File: config.mk
export PLATFORM = sky130hd
export DESIGN_NAME = mac_pe
export DESIGN_NICKNAME = d
export VERILOG_FILES = /design/src/rtl/mac_pe.sv
export SDC_FILE = /design/constraint.sdc
export NUM_CORES = 1
export LEC_CHECK = 0
export CORE_AREA = 5 5 107 109
export CTS_BUF_LIST = sky130_fd_sc_hd__clkbuf_8 sky130_fd_sc_hd__clkbuf_16
export DETAILED_ROUTE_END_ITERATION = 7
export DIE_AREA = 0 0 112 114
export GPL_ROUTABILITY_DRIVEN = 0
export GPL_TIMING_DRIVEN = 0
export MAX_ROUTING_LAYER = met4
export PLACE_DENSITY = 0.75
export SYNTH_ARGS = -nofsm -noshare
export SYNTH_HDL_FRONTEND = slang
export SYNTH_SLANG_ARGS = --single-unit
File: constraint.sdc
create_clock -name clk -period 5.3 [get_ports clk]
set_clock_uncertainty 0.1 [all_clocks]
set_input_delay 1.06 -clock clk [delete_from_list [all_inputs] [get_ports clk]]
set_output_delay 1.06 -clock clk [all_outputs]
set_load 0.05 [all_outputs]
File: src/rtl/mac_pe.sv
// mac_pe: systolic multiply-accumulate PE; sums LEN unsigned a*b products
// and forwards each operand pair one cycle late to the next PE.
// Ports: clk, reset (async high), in_valid/a_in/b_in operand stream;
//   a_fwd/b_fwd/fwd_valid forwarded stream; acc_out/out_valid result;
//   busy while a vector is partially accumulated.
// Build option: define ACC_SAT_EN to clamp the accumulator instead of wrapping.
module mac_pe #(
  parameter int DATA_W = 8,
  parameter int ACC_W  = 20,
  parameter int LEN    = 4
) (
  input  logic              clk,
  input  logic              reset,
  input  logic              in_valid,
  input  logic [DATA_W-1:0] a_in,
  input  logic [DATA_W-1:0] b_in,
  output logic [DATA_W-1:0] a_fwd,
  output logic [DATA_W-1:0] b_fwd,
  output logic              fwd_valid,
  output logic [ACC_W-1:0]  acc_out,
  output logic              out_valid,
  output logic              busy
);

  localparam int PW = 2 * DATA_W;
  localparam int CW = $clog2(LEN);
  localparam logic [CW-1:0] LAST = CW'(LEN - 1);

  typedef enum logic {
    IDLE,
    ACC
  } state_t;

  state_t state_q, state_d;

  logic [ACC_W-1:0] acc_q, acc_d;
  logic [CW-1:0]    cnt_q, cnt_d;
  logic [ACC_W-1:0] acc_out_d;
  logic             ov_d;
  logic             busy_d;

  logic [PW-1:0]    prod;
  logic [ACC_W-1:0] prod_ext;
  logic [ACC_W-1:0] step;

  assign prod = {{DATA_W{1'b0}}, a_in} * {{DATA_W{1'b0}}, b_in};
  assign prod_ext = ACC_W'(prod);

  // acc is always zero in IDLE, so the same adder serves the first pair
  // of a vector and every later one.
`ifdef ACC_SAT_EN
  logic [ACC_W:0] sum_w;
  logic           ovf;
  logic           sat_q;

  assign sum_w = {1'b0, acc_q} + {1'b0, prod_ext};
  assign ovf   = sum_w[ACC_W];
  assign step  = ovf ? {ACC_W{1'b1}} : sum_w[ACC_W-1:0];

  // Sticky per-vector record that clamping happened; cleared on completion.
  always_ff @(posedge clk or posedge reset) begin
    if (reset) begin
      sat_q <= 1'b0;
    end else if (ov_d) begin
      sat_q <= 1'b0;
    end else if (in_valid && ovf) begin
      sat_q <= 1'b1;
    end
  end
`else
  assign step = acc_q + prod_ext;
`endif

  always_comb begin
    state_d   = state_q;
    acc_d     = acc_q;
    cnt_d     = cnt_q;
    acc_out_d = acc_out;
    ov_d      = 1'b0;
    busy_d    = busy;
    unique case (state_q)
      IDLE: begin
        if (in_valid) begin
          acc_d   = step;
          cnt_d   = CW'(1);
          busy_d  = 1'b1;
          state_d = ACC;
        end
      end
      ACC: begin
        if (in_valid) begin
          if (cnt_q == LAST) begin
            acc_out_d = step;
            ov_d      = 1'b1;
            acc_d     = '0;
            cnt_d     = '0;
            busy_d    = 1'b0;
            state_d   = IDLE;
          end else begin
            acc_d = step;
            cnt_d = cnt_q + CW'(1);
          end
        end
      end
      default: state_d = IDLE;
    endcase
  end

  always_ff @(posedge clk or posedge reset) begin
    if (reset) begin
      state_q   <= IDLE;
      acc_q     <= '0;
      cnt_q     <= '0;
      acc_out   <= '0;
      out_valid <= 1'b0;
      busy      <= 1'b0;
    end else begin
      state_q   <= state_d;
      acc_q     <= acc_d;
      cnt_q     <= cnt_d;
      acc_out   <= acc_out_d;
      out_valid <= ov_d;
      busy      <= busy_d;
    end
  end

  always_ff @(posedge clk or posedge reset) begin
    if (reset) begin
      a_fwd     <= '0;
      b_fwd     <= '0;
      fwd_valid <= 1'b0;
    end else begin
      a_fwd     <= a_in;
      b_fwd     <= b_in;
      fwd_valid <= in_valid;
    end
  end

endmodule

==> results.cfg <==
[status]
run_status = finished, final reports clean

[timing]
max_freq_mhz = 192.3
worst_slack_ns = 0.09896
slew_headroom_pct = 57.23
finalCritPeriodShare_pct = 98.13
drv_slew = 0
hold_violations = 0
finalSetupViolCount = 0
worstMarginPinSlew_ns = 0.6406
rsz0062_at_grt = no
period_minus_slack_ns = 5.201
whs_ns = 0.3808

[worst_setup_path]
crit-reg2reg-launch = acc_q[6]
critPathKind = input pin to flop
crit_fanout = 9
endpoint_kind = flop
crit_start = a_in[4]
cp_data_required_time_ns = 5.44
crit_arrival_ns = 5.34
start_kind = input pin

[synth]
yosysTopAreaCell = dfrtp_1
syn-num-nets = 650
synth_common_cells = 99 x inv_1, 79 x nand2_1, 62 x dfrtp_1
syn_area_sq_um = 5045
synth-async-reset-ratio_pct = 100.0
synth_warnings = 0
yosys-top-cells-area = dfrtp_1 31%, fa_1 20%, ha_1 10%, inv_1 7.4%, nand2_1 5.9%
ys_seq_area_share_pct = 30.75
synth_ff_type = dfrtp_1
synth-edff-count = 0
synthCells = 539
yosysUniqueCellTypes = 52
synth_top_cell_area_share_pct = 30.75
yosysMostFrequentCell = inv_1
ys_ff_latch = 62
avgSynthCellArea_sq_um = 9.360

[clocking]
cts.htree.levels = 3
root_buffer = clkbuf_8
path_clk_slew_ns = 0.08
clock-sinks = 62
clk_latency_ns = 0.34
clockBufferDepth = 2
cts_buffers = 9
cts_tree = yes

[drt]
via_per_inst = 5.299
vias = 4022
drc = 0
postRouteWirelength_um = 11660
wire_per_inst_um = 15.36
drt_iter0_drc = 167
ant_nets = 0
dr.pass1.iters = 4

[global_routing]
grt_max_degree = 35
grt_pass1_wl_um = 20470
grt_pass1_vias = 4241
grt.total_usage_pct = 20.26
antenna_found_initial = 0
grt-ovfl-total = 0

[finish]
diodes = 0
syn_to_final_growth_pct = 20.68
drive_above_1_share_pct = 10.99
fin_nets = 725
fin_util_pct = 57.94
final_cell_area_sq_um = 6088

[floorplan]
initial_core_util_pct = 48.01
fp.dieW_um = 112
io_pins = 58
rows = 38
die_y_um = 114
design.core.area_sq_um = 10510
die_area_sq_um = 12770

[placement]
dp_slack_ns = -0.8962
place_hpwl_um = 9074
io_buffers = 57
post_dp_cell_area_sq_um = 5827

[worst_hold_path]
hp-class = flop to flop
min_from = acc_out[1]

[flow_run]
drv_cap = 0
-- worst max-delay path, cell delays in order --
cell	delay, ns
clkdlybuf4s15_2	0.31
nand2_1	0.12
fa_1	0.54
inv_1	0.06
fa_1	0.53
inv_1	0.05
fa_1	0.47
fa_1	0.55
inv_1	0.06
ha_4	0.29
and4_4	0.24
nand3_1	0.14
a2111o_1	0.46
and4_4	0.20
a211o_1	0.25
-- through the flow --
stage | std cells | setup TNS (ns)
2_1_floorplan | 539 | 0
3_3_place_gp | 736 | -13.70
4_1_cts | 758 | 0
5_1_grt | 759 | 0
6_report | 759 | 0
3_5_place_dp | 737 | -14.85
-- layout make-up --
class,count,area (sq um)
Fill cell,931,4419
Multi-Input combinational cell,358,3092
Sequential cell,62,1551
Timing Repair Buffer,66,589.3
Inverter,100,375.4
Tap cell,140,175.2
Clock buffer,10,137.6
Buffer,17,128.9
Clock inverter,6,38.79
-- worst paths after layout --
| kind | endpoint | slack (ns) | cells after the start |
|---|---|---|---|
| max | acc_q[18] | 0.1 | 15 |
| min | acc_out[1] | 0.38 | 2 |
| min reg2reg | acc_out[1] | 0.38 | 2 |
| min in group asynchronous | b_fwd[1] | 1.02 | 2 |
| max in group asynchronous | acc_out[14] | 3.47 | 3 |
| max reg2reg | acc_q[18] | 0.86 | 14 |
-- registers in the layout, summed over array words and instances, names as in the netlist --
register   flops
acc_out       20
fwd_valid      1
b_fwd          8
acc_q         20
out_valid      1
cnt_q          2
busy           1
a_fwd          8
state_q        1
-- logic make-up after synthesis --
family / synth area share (%)
and+or+nand+nor: 16.44
buffers and inverters: 9.524
adders and majority gates: 30.26
AOI/OAI and AO/OA: 11.58
DFF: 30.75
xor gates and xnor gates: 1.042
muxes: 0.3968
-- layout by cell type, fill, tap and decap left out, drive strengths merged, types with 3 or more instances in the layout --
| cell | instances |
|---|---|
| o32ai | 3 |
| o21a | 5 |
| a21o | 7 |
| nand2 | 80 |
| and2 | 36 |
| nand3 | 10 |
| nor2 | 9 |
| nor3 | 8 |
| a21oi | 22 |
| or3 | 7 |
| buf | 14 |
| dfrtp | 62 |
| o211ai | 3 |
| clkdlybuf4s50 | 41 |
| fa | 50 |
| o22ai | 4 |
| o31ai | 6 |
| xor2 | 4 |
| clkdlybuf4s15 | 3 |
| a211oi | 4 |
| inv | 102 |
| nand4 | 9 |
| clkinvlp | 3 |
| ha | 42 |
| clkbuf | 35 |
| o21ai | 19 |
-- repair_timing --
item / CTS / global route
gates cloned: 0 / 0
setup endpoints to repair: 22 / 18
buffers inserted: 6 / 2
gates resized for setup: 50 / 30
hold buffers: 0 / 0
endpoints found under the hold margin: 0 / 0
pin swaps: 5 / 8
-- metal layers --
metal	routed length, um	vias up	part of all wire [%]	GRT usage [%]
met2	5762	96	49	33.13
met4	231	0	2.0	6.090
met5	0	-	0	-
li1	-	1900	-	-
met1	5121	2003	44	25.80
met3	543	23	4.7	4.032
Power is not shown: default switching activity piles up to over one toggle a cycle in this logic, so the estimate is an artifact.
